$ cat src/rtl/multicycle_controller.sv
// Multi-cycle control FSM sharing one memory port for fetch and data; MC_CTRL_PERF_CNT_EN adds instrCount.
// Latency from FETCH entry: NOP 2, BEQ/BNE/JMP 3, R-type/SW 4, LW 5 cycles.
// Backpressure: FETCH, MEM_RD and MEM_WR hold until memReady; each low cycle adds one.
module multicycle_controller #(
  parameter int OPW   = 6,
  parameter int ALUSW = 3
`ifdef MC_CTRL_PERF_CNT_EN
  , parameter int CNTW = 32
`endif
) (
  input  logic             clk,
  input  logic             rst_n,
  input  logic [OPW-1:0]   opcode,
  input  logic             zero,
  input  logic             memReady,
  output logic             pcWriteS,
  output logic [1:0]       pcSrcS,
  output logic             irWriteS,
  output logic             iOrDS,
  output logic             memReadS,
  output logic             memWriteS,
  output logic             aluSrcAS,
  output logic [1:0]       aluSrcBS,
  output logic [ALUSW-1:0] aluS,
  output logic             regDstS,
  output logic             memToRegS,
  output logic             writeRegS,
  output logic             illegalOp
`ifdef MC_CTRL_PERF_CNT_EN
  , output logic [CNTW-1:0] instrCount
`endif
);

  localparam logic [31:0] OP_NOP = 32'd0;
  localparam logic [31:0] OP_ADD = 32'd32;
  localparam logic [31:0] OP_SUB = 32'd34;
  localparam logic [31:0] OP_AND = 32'd3;
  localparam logic [31:0] OP_OR  = 32'd4;
  localparam logic [31:0] OP_SLT = 32'd5;
  localparam logic [31:0] OP_LW  = 32'd6;
  localparam logic [31:0] OP_SW  = 32'd7;
  localparam logic [31:0] OP_JMP = 32'd8;
  localparam logic [31:0] OP_BEQ = 32'd9;
  localparam logic [31:0] OP_BNE = 32'd10;

  localparam logic [ALUSW-1:0] ALU_ADD = ALUSW'(0);
  localparam logic [ALUSW-1:0] ALU_SUB = ALUSW'(1);
  localparam logic [ALUSW-1:0] ALU_AND = ALUSW'(2);
  localparam logic [ALUSW-1:0] ALU_OR  = ALUSW'(3);
  localparam logic [ALUSW-1:0] ALU_LT  = ALUSW'(4);

  typedef enum logic [3:0] {
    S_RST      = 4'd0,
    S_FETCH    = 4'd1,
    S_DECODE   = 4'd2,
    S_EXEC_R   = 4'd3,
    S_RWB      = 4'd4,
    S_MEM_ADDR = 4'd5,
    S_MEM_RD   = 4'd6,
    S_LWB      = 4'd7,
    S_MEM_WR   = 4'd8,
    S_BRANCH   = 4'd9,
    S_JUMP     = 4'd10
  } state_t;

  state_t      state, state_next;
  logic [31:0] op_ext;

  // Zero-extend so encodings compare correctly for any OPW up to 32.
  assign op_ext = 32'(opcode);

  function automatic logic [ALUSW-1:0] r_alu(input logic [31:0] op);
    case (op)
      OP_SUB:  r_alu = ALU_SUB;
      OP_AND:  r_alu = ALU_AND;
      OP_OR:   r_alu = ALU_OR;
      OP_SLT:  r_alu = ALU_LT;
      default: r_alu = ALU_ADD;
    endcase
  endfunction

  always_ff @(posedge clk or negedge rst_n) begin
    if (!rst_n) state <= S_RST;
    else        state <= state_next;
  end

  always_comb begin
    state_next = S_FETCH;
    pcWriteS   = 1'b0;
    pcSrcS     = 2'b00;
    irWriteS   = 1'b0;
    iOrDS      = 1'b0;
    memReadS   = 1'b0;
    memWriteS  = 1'b0;
    aluSrcAS   = 1'b0;
    aluSrcBS   = 2'b00;
    aluS       = ALU_ADD;
    regDstS    = 1'b0;
    memToRegS  = 1'b0;
    writeRegS  = 1'b0;
    illegalOp  = 1'b0;
    case (state)
      S_FETCH: begin
        memReadS   = 1'b1;
        aluSrcBS   = 2'b01;
        irWriteS   = memReady;
        pcWriteS   = memReady;
        state_next = memReady ? S_DECODE : S_FETCH;
      end
      S_DECODE: begin
        // Branch target is computed speculatively into ALUOut.
        aluSrcBS = 2'b11;
        case (op_ext)
          OP_ADD, OP_SUB, OP_AND, OP_OR, OP_SLT: state_next = S_EXEC_R;
          OP_LW, OP_SW:                          state_next = S_MEM_ADDR;
          OP_BEQ, OP_BNE:                        state_next = S_BRANCH;
          OP_JMP:                                state_next = S_JUMP;
          OP_NOP:                                state_next = S_FETCH;
          default: begin
            illegalOp  = 1'b1;
            state_next = S_FETCH;
          end
        endcase
      end
      S_EXEC_R: begin
        aluSrcAS   = 1'b1;
        aluS       = r_alu(op_ext);
        state_next = S_RWB;
      end
      S_RWB: begin
        writeRegS = 1'b1;
        regDstS   = 1'b1;
      end
      S_MEM_ADDR: begin
        aluSrcAS = 1'b1;
        aluSrcBS = 2'b10;
        // An opcode that stopped being a memory op aborts rather than touching memory.
        if (op_ext == OP_LW)      state_next = S_MEM_RD;
        else if (op_ext == OP_SW) state_next = S_MEM_WR;
        else                      state_next = S_FETCH;
      end
      S_MEM_RD: begin
        memReadS   = 1'b1;
        iOrDS      = 1'b1;
        state_next = memReady ? S_LWB : S_MEM_RD;
      end
      S_LWB: begin
        writeRegS = 1'b1;
        memToRegS = 1'b1;
      end
      S_MEM_WR: begin
        memWriteS  = 1'b1;
        iOrDS      = 1'b1;
        state_next = memReady ? S_FETCH : S_MEM_WR;
      end
      S_BRANCH: begin
        aluSrcAS = 1'b1;
        aluS     = ALU_SUB;
        pcSrcS   = 2'b01;
        pcWriteS = ((op_ext == OP_BEQ) && zero) || ((op_ext == OP_BNE) && !zero);
      end
      S_JUMP: begin
        pcSrcS   = 2'b10;
        pcWriteS = 1'b1;
      end
      default: state_next = S_FETCH;
    endcase
  end

`ifdef MC_CTRL_PERF_CNT_EN
  logic retire;

  // Retirement is any completed instruction re-entering FETCH; RST and stalls are excluded.
  assign retire = (state_next == S_FETCH) &&
                  ((state == S_RWB) || (state == S_LWB) || (state == S_MEM_WR) ||
                   (state == S_BRANCH) || (state == S_JUMP) || (state == S_DECODE));

  always_ff @(posedge clk or negedge rst_n) begin
    if (!rst_n)      instrCount <= '0;
    else if (retire) instrCount <= instrCount + CNTW'(1);
  end
`else
  // No performance counter in this build.
`endif

endmodule

$ cat config.mk
export PLATFORM = sky130hd
export DESIGN_NAME = multicycle_controller
export DESIGN_NICKNAME = d
export VERILOG_FILES = /design/src/rtl/multicycle_controller.sv
export SDC_FILE = /design/constraint.sdc
export NUM_CORES = 1
export LEC_CHECK = 0
export ABC_CLOCK_PERIOD_IN_PS = 1900
export CORE_UTILIZATION = 25
export DETAILED_ROUTE_END_ITERATION = 16
export PLACE_DENSITY = 0.59
export REMOVE_ABC_BUFFERS = 1
export SETUP_SLACK_MARGIN = 0.3
export SLEW_MARGIN = 20
export SYNTH_ARGS = -nofsm -noshare
export SYNTH_HDL_FRONTEND = slang
export SYNTH_SLANG_ARGS = --single-unit
$ cat constraint.sdc
create_clock -name clk -period 1.9 [get_ports clk]
set_input_delay 0.38 -clock clk [delete_from_list [all_inputs] [get_ports clk]]
set_output_delay 0.38 -clock clk [all_outputs]
set_load 0.05 [all_outputs]
==> impl_results.md, run 1 <==
* PD cells at 1300 nW/um^2
* Crit share post-route at 114%
* Via count at 1,089
* Setup crit end kind: primary output
* F_max at 463 MHz
* Core Footprint at 2540 um^2
* Syn. warnings at 0
* Synth area leaders: dfrtp_1 (14%), a21oi_1 (6.5%), nor2_1 (6.0%)
* Sw frac at 47.0%
* Final core occ at 70.2%
* # hold bufs at CTS at 0
* Worst r2r src: state[2]$_DFF_PN0_
* Die area at 2980 um^2
* RSZ-0062 raised after global routing: yes
* EDFF count, synth at 0
* Grt total ovfl at 0
* Yosys top cell area share at 14.5%
* Worst-margin pin slew at 450 ps
* Final Max Tran Viols at 0
* Area Overhead vs Synth at 159%
* Ys async rst share at 100%
* Post-synthesis cell count at 98
* Failing checks: negative setup slack
* Setup Skew at 5.39 ps
* Total GRT Usage at 21.1%
* Final worst slack at -261 ps
* Largest Register: state
* Initial Utilization at 27.1%
* Max reg flops at 4
* VDD IR max at 1.17 mV
* Mapped Area at 691 um^2
* CP Class: flip-flop to primary output
* Avg Inst Size Synth at 7.05 um^2
* Drt drc at 0
* CTS tree: yes
* Most common cell after layout, fill and taps aside: buf_4
* Req. time, crit path at 1520 ps
* Final nets at 185
* Die Y at 54.6 um
* CTS root buf: clkbuf_4
* Element type at the critical path start: flip-flop
* Slew HR at 69.6%
* Die width at 54.6 um
* Clock latency on the worst-skew pair at 240 ps
* Hold/Removal Path Class: input pin to asynchronous set/reset pin
* DRT iter0 DRCs at 14
* Global-route wire length before repair at 4490 um
* H-tree Lvls at 1
* Flop-to-flop setup slack at 160 ps
* Clock network fraction of total power at 4.8%
* Register area share after synthesis at 14.5%
* TNS Setup at -1390 ps
* Status: finished with violations
* GPL Wtd Cong at 0.860
* Antenna violations before repair at 0
* Leading register cell type out of synthesis: dfrtp_1
* Vias in the first global route at 957
* TritonCTS buffer count at 3
* Largest net degree at the start of global routing at 15
* Data arrival, critical path at 1780 ps
* Crit path time final at 2160 ps
* Internal Power at 1.23 mW
* Crit Path Max Fanout at 2
* Number of diodes at 0
* Antenna violation net count after detailed routing at 0
* Max Cap Viol at 0
* DP HPWL at 1810 um
* Register bit total from synthesis at 4
* Detailed Route WL at 3000 um
* Drt via density at 5.36
* Place WS at -441 ps
* Sw Pwr at 1.09 mW
* Comb power frac at 89.4%
* Reg clk slew, reported paths at 40 ps
* FP Rows at 18
* Leading registers by flop count: state (4)
* Commonest cells after routing, fill and taps aside: buf_4 (40), buf_6 (16), buf_12 (14)
* Hold Fails Final Rpt at 0
* Flop pwr share at 5.8%
* Finish-stage setup viols at 15
* Wire per inst at 14.8 um
* Largest area contributor in the synthesized netlist: dfrtp_1
* Post-synth cell types at 39
* I/O pin cnt at 27
* CTS Buffer Depth at 2
* Tot Pwr at 2.32 mW
* Drt first pass iters at 4
* Clock Sink Count at 4
* Pleak at 0.778 nW
* Share of layout cells above drive strength 1 at 68.8%
* R2R depth at 10
* Input/output buffers at 26
* Capture point of the worst reg-to-reg path: state[3]$_DFF_PN0_
synth_stat cells, types with 3 or more instances:
cell type	n
and3_1	3
nor2_1	11
nor3_1	6
nand3_1	3
a21oi_1	9
o21ai_0	3
nor3b_1	5
dfrtp_1	4
buf_2	5
nand2_1	5
nand2b_1	6
layer usage:
| metal | global-route usage (%) | vias to the layer above | part of all wire, % | wire length [um] |
|---|---|---|---|---|
| met4 | 8.12 | 0 | 0.77 | 23 |
| met3 | 2.22 | 6 | 4.9 | 148 |
| li1 | - | 517 | - | - |
| met2 | 36.4 | 48 | 53 | 1580 |
| met1 | 26.5 | 518 | 41 | 1240 |
| met5 | 0 | - | 0 | 0 |
power by group through the flow:
stage / registers, mW / logic, mW / clock network (mW)
detailed placement: 0.132 / 1.40 / 0
global route: 0.136 / 2.17 / 0.120
global placement: 0.132 / 1.39 / 0
CTS: 0.135 / 1.81 / 0.104
finish: 0.135 / 2.07 / 0.112
floorplan: 0.186 / 0.666 / 0
what timing repair did:
| item | in CTS | in global routing |
|---|---|---|
| setup endpoints to repair | 21 | 19 |
| setup buffers | 14 | 10 |
| gates resized for setup | 70 | 19 |
| pin swaps | 14 | 10 |
worst max-delay path, stage by stage, from the launching register on:
cell and delay, ps:
dfrtp_1 380, or4b_4 580, a21oi_4 150, o31a_1 150, o21a_1 130, buf_6 150
per-stage QoR:
step	cells	area (um^2)	hold WS, ps
global placement	176	1310	587
floorplan	89	636	84.4
detailed placement	176	1310	589
global route	203	1790	355
finish	203	1790	344
CTS	193	1660	346
worst max path at each step:
stage / start / to / slack [ps] / cells after the start
after floorplan: state[3]$_DFF_PN0_ / writeRegS / -910 / 3
after global placement: opcode[5] / aluS[2] / -420 / 5
after detailed placement: opcode[3] / aluS[0] / -440 / 7
after CTS: state[2]$_DFF_PN0_ / illegalOp / -240 / 5
after global routing: state[0]$_DFF_PN0_ / illegalOp / -290 / 5
final: state[0]$_DFF_PN0_ / illegalOp / -260 / 5
cells by family (layout without fill, tap and decap cells):
group                  count (synthesis)  count (layout)  synth area share [%]
flip-flops                             4               4                  14.5
XOR/XNOR                               1               1                  1.27
buffers and inverters                 10              85                  8.51
AO/OA/AOI/OAI                         26              26                  24.6
multiplexers                           1               1                  1.63
AND/OR/NAND/NOR                       56              56                  49.5
layout make-up:
class	instances	area (um^2)
Clock buffer	3	22.5
Sequential cell	4	100
Timing Repair Buffer	81	886
Multi-Input combinational cell	84	737
Inverter	1	3.75
Tap cell	30	37.5
Fill cell	185	758
No activity file was read; power rests on OpenSTA's default activity.
==> run 2, diff against run 1 <==
MAX_ROUTING_LAYER = met4   (was not set)
==> impl_results.md, run 2 (synthesis results as in run 1) <==
* Reg clk slew, reported paths at 40 ps (about the same)
* PD cells at 1280 nW/um^2 (-1.7%)
* Met2 wire len at 1710 um (+7.8%)
* Drt via density at 5.53 (+3.1%)
* Core Footprint at 2540 um^2 (unchanged)
* Commonest cells after routing, fill and taps aside: buf_4 (36), buf_6 (18), buf_12 (15)
* Cells along the critical path: or4b_4 > a21oi_4 > o31a_1 > o21a_1 > buf_6
* Clock Sink Count at 4 (unchanged)
* Hold Fails Final Rpt at 0 (unchanged)
* GPL Wtd Cong at 0.886 (+3.0%)
* Input/output buffers at 26 (unchanged)
* FP Rows at 18 (unchanged)
* CP Class: flip-flop to primary output
* Die area at 2980 um^2 (unchanged)
* M1 WL at 1280 um (+2.7%)
* Buf/Inv on CP at 1 (unchanged)
* Flop-to-flop setup slack at 270 ps (+110 ps)
* Antenna violations before repair at 0 (unchanged)
* Drt drc at 0 (unchanged)
* Metal3 WL at 106 um (-28%)
* CTS root buf: clkbuf_4
* I/O pin cnt at 27 (unchanged)
* Final nets at 182 (-1.6%)
* Grt total ovfl at 0 (unchanged)
* Antenna violation net count after detailed routing at 0 (unchanged)
* Number of diodes at 0 (unchanged)
* Status: finished with violations
* DRT iter0 DRCs at 24 (+10)
* Die Y at 54.6 um (unchanged)
* TNS Setup at -1320 ps (+63.0 ps)
* Wire per inst at 15.8 um (+6.7%)
* Clock latency on the worst-skew pair at 240 ps (about the same)
* Detailed Route WL at 3150 um (+5.1%)
* Slowest stage delay, CP at 580 ps (about the same)
* VDD IR max at 1.05 mV (-10%)
* Final Max Tran Viols at 0 (unchanged)
* F_max at 464 MHz (+0.20%)
* Top sig layer: met4
* Element type at the critical path start: flip-flop
* Data arrival, critical path at 1780 ps (about the same)
* Slowest-stage cell, CP: or4b_4
* CP top delay family: simple AND/OR/NAND/NOR gates
* Hold/Removal Path Class: input pin to asynchronous set/reset pin
* Capture point of the worst reg-to-reg path: state[3]$_DFF_PN0_
* RSZ-0062 raised after global routing: yes
* Global-route wire length before repair at 4600 um (+2.5%)
* H-tree Lvls at 1 (unchanged)
* Drt first pass iters at 4 (unchanged)
* CTS tree: yes
* Tot Pwr at 2.23 mW (-3.9%)
* Setup Skew at 3.09 ps (-2.31 ps)
* Place WS at -429 ps (+11.4 ps)
* Area Overhead vs Synth at 153%
* Crit path time final at 2160 ps (-4.23 ps)
* TritonCTS buffer count at 3 (unchanged)
* Crit share post-route at 113% (-0.22 points)
* Total GRT Usage at 22.8% (+1.7 points)
* Via count at 1,106 (+1.6%)
* Finish-stage setup viols at 13 (-2)
* Final worst slack at -256 ps (+4.23 ps)
* R2R depth at 6 (-4)
* Worst r2r src: state[1]$_DFF_PN0_
* Slew HR at 69.4% (-0.19 points)
* Pleak at 0.753 nW (-3.3%)
* Share of layout cells above drive strength 1 at 67.6% (-1.1 points)
* Min Hold Slack at 351 ps (+7.26 ps)
* Most common cell after layout, fill and taps aside: buf_4
* Vias in the first global route at 1,004 (+4.9%)
* Max Cap Viol at 0 (unchanged)
* Failing checks: negative setup slack
* Final core occ at 68.6% (-1.6 points)
* Req. time, crit path at 1520 ps (about the same)
* DP HPWL at 1860 um (+3.2%)
* Largest Register: state
* Max reg flops at 4 (unchanged)
* Die width at 54.6 um (unchanged)
* Setup crit end kind: primary output
* CTS Buffer Depth at 2 (unchanged)
* Initial Utilization at 27.1% (unchanged)
* Leading registers by flop count: state (4)
* Fill count at 196 (+5.9%)
* Crit Path Max Fanout at 2 (unchanged)
* Largest net degree at the start of global routing at 15 (unchanged)
* Worst-margin pin slew at 453 ps (+2.82 ps)
[run 2: changes by cell type in the layout (fill, tap and decap cells not counted), sizes merged]
cell,previous run,this run
buf,73,71
clkdlybuf4s15,2,3
clkbuf,5,3
[run 2: area by class of cell]
type | instances | area [um^2] | share of cell area, %
timing repair buffer | 78 | 855 | 48.9
sequential | 4 | 100 | 5.73
inverter | 1 | 3.75 | 0.215
multi-input combinational | 84 | 728 | 41.7
clock buffer | 3 | 22.5 | 1.29
tap | 30 | 37.5 | 2.15
[run 2: how the worst max path moves through the flow]
stage	from	end	slack [ps]	cells past startpoint
after detailed placement	opcode[5]	aluS[2]	-430	5
after global placement	opcode[5]	aluS[2]	-420	5
after floorplan	state[3]$_DFF_PN0_	writeRegS	-910	3
after CTS	state[2]$_DFF_PN0_	illegalOp	-250	5
final	state[0]$_DFF_PN0_	illegalOp	-260	5
after global routing	state[0]$_DFF_PN0_	illegalOp	-340	5
[run 2: what timing repair did]
item                                    4_1_cts  5_1_grt
pin swaps                                    15        6
setup buffers                                15        7
hold buffers                                  0        0
gates resized for setup                      67       15
endpoints found under the setup margin       21       19
[run 2: power by group]
part / internal [mW] / switching (mW)
Combinational: 0.957 / 1.02
Clock: 0.0709 / 0.0388
Sequential: 0.116 / 0.0220
[run 2: through the flow]
stage          area (um^2)  cells
2_1_floorplan          636     89
3_3_place_gp          1300    175
3_5_place_dp          1300    175
4_1_cts               1640    193
5_1_grt               1750    200
6_report              1750    200
[run 2: worst reg2reg max path, delay by kind of cell (launching register included)]
| kind | cells | cell delay, ps |
|---|---|---|
| compound gates | 1 | 290 |
| flops | 1 | 390 |
| simple gates | 2 | 390 |
| buf+inv | 3 | 430 |
[run 2: metal layers]
layer | GRT usage (%) | up-vias
li1 | - | 507
met1 | 24.1 | 549
met2 | 41.3 | 40
met3 | 5.00 | 10
met4 | 8.12 | 0
met5 | - | -
==> RTL edit, RTL diff (settings of run 1) <==
Change the parameter `ALUSW` from 3 to 2.
--- a/src/rtl/multicycle_controller.sv
+++ b/src/rtl/multicycle_controller.sv
@@ -3,7 +3,7 @@
 // Backpressure: FETCH, MEM_RD and MEM_WR hold until memReady; each low cycle adds one.
 module multicycle_controller #(
   parameter int OPW   = 6,
-  parameter int ALUSW = 3
+  parameter int ALUSW = 2
 `ifdef MC_CTRL_PERF_CNT_EN
   , parameter int CNTW = 32
 `endif
Ports: changed (resized aluS); port bits go from 27 to 26. The function was not compared with the original's and may differ.
==> RTL edit against run 1 <==
The flow still finishes with violations (negative setup slack). Count of clock-buffer cells in the layout is the same. Via count shrank 4.7%. Critical endpoint is now aluS[0]. Area after synthesis shrank 2.5%. Sequential cell count is the same. Worst setup slack gained 0.22 ns. Clock skew shrank 0.00067 ns. Design area shrank 5.2%. Highest routed layer unchanged. Fmax grew 11%. Routed wire length shrank 0.83%. Power shrank 7.2%.
==> RTL edit: results (changes against run 1) <==
* Most instantiated cells after synthesis: 15 x nor2_1, 8 x a21oi_1, 7 x nor3_1 (was 11 x nor2_1, 9 x a21oi_1, 6 x nand2b_1, 6 x nor3_1)
* Wire length per cell at 14.9 um (was 14.8 um)
* Critical Path AT at 1.56 ns (was 1.78 ns)
* Clock network area share at 1.33% (was 1.26%)
* R2r setup slk at 0.35 ns (was 0.16 ns)
* Gates resized, CTS repair at 58 (was 70)
* DR WL met2 at 1520 um (was 1580 um)
* CP max-delay cell: dfrtp_2 (was or4b_4)
* Reg2Reg Capture Point: state[2]$_DFF_PN0_ (was state[3]$_DFF_PN0_)
* Worst Slack Setup Final at -0.0387 ns (was -0.261 ns)
* Detailed Route Iter0 Violations at 16 (was 14)
* Worst skew pair latency at 0.24 ns (about the same)
* Layout Skew at 0.00472 ns (was 0.00539 ns)
* Data buffer area share at 46.3% (was 49.6%)
* Sum Neg Setup Slack at -0.0762 ns (was -1.39 ns)
* R2R depth at 7 (was 10)
* Seq/Total Area, Yosys at 14.9% (was 14.5%)
* Grt met3 use at 3.39% (was 2.22%)
* Final setup viols at 4 (was 15)
* Hpwl dp at 1840 um (was 1810 um)
* Failing checks: negative setup slack (unchanged)
* All-Layer GR Usage at 22.4% (was 21.1%)
* Post-synth cell types at 41 (was 39)
* Met3 wire len at 120 um (was 148 um)
* Inverter count at 4 (was 1)
* Final non-filler cell total at 199 (was 203)
* Global-route wire length before repair at 4660 um (was 4490 um)
* Share of Yosys cell area claimed by the top area cell type at 14.9% (was 14.5%)
* Total setup buffers inserted after CTS at 12 (was 14)
* Synth area leaders: dfrtp_1 15%, nor2_1 8.4%, a21oi_1 5.9% (was dfrtp_1 14%, a21oi_1 6.5%, nor2_1 6.0%)
* Cell leakage power at 0.000713 uW (was 0.000778 uW)
* Non-CTS buffers at 74 (was 81)
* Crit path largest cell delay at 0.45 ns (was 0.58 ns)
* Final Hold Slack at 0.337 ns (was 0.344 ns)
* Delay-heaviest family, CP: flip-flops (was simple AND/OR/NAND/NOR gates)
* Seq. cell area at 105 um^2 (was 100 um^2)
* Max VDD drop at 1360 uV (was 1170 uV)
* Post-route met1 wirelength at 1250 um (was 1240 um)
* HP Class: input pin to asynchronous set/reset pin (unchanged)
* Slew HR at 81.7% (was 69.6%)
* Status: finished with violations (unchanged)
* Reg-to-reg startpoint: state[0]$_DFF_PN0_ (was state[2]$_DFF_PN0_)
* CP Max Fanout at 6 (was 2)
* Met2 Track Usage GR at 38.7% (was 36.4%)
* IO buf count at 25 (was 26)
* Nets@finish at 181 (was 185)
* Vias in the first global route at 1066 (was 957)
* Largest net degree at the start of global routing at 11 (was 15)
* Syn. warnings at 0 (unchanged)
* Worst setup path start: state[3]$_DFF_PN0_ (was state[0]$_DFF_PN0_)
* Fraction of area in multi-input gates at 43.1% (was 41.2%)
==> RTL edit: cell count changes after synthesis, sizes merged, moves of 3 or more <==
cell,change
and2b,-3
inv,+3
buf,-3
nor2,+4
nor2b,+5
nor3b,-3
==> RTL edit: logic make-up after synthesis <==
kind of cell / synth area share, %
DFF: 14.9
AOI/OAI and AO/OA: 26.8
and+or+nand+nor: 48.5
buffers and inverters: 8.18
muxes: 1.67
==> RTL edit: metrics by stage <==
stage	power, uW	setup slack [ns]	instance area [um^2]
2_1_floorplan	841	-0.952	633
3_3_place_gp	1580	-0.336	1320
3_5_place_dp	1590	-0.386	1320
4_1_cts	1990	-0.0234	1590
5_1_grt	2260	-0.131	1690
6_report	2150	-0.0387	1690
==> RTL edit: where the power goes <==
group / switching (uW) / internal, uW / leakage [uW] / total [uW]
sequential: 63.4 / 121 / 0.0000459 / 184
clock: 40.6 / 71.1 / 0.0000138 / 112
combinational: 930 / 925 / 0.000654 / 1860
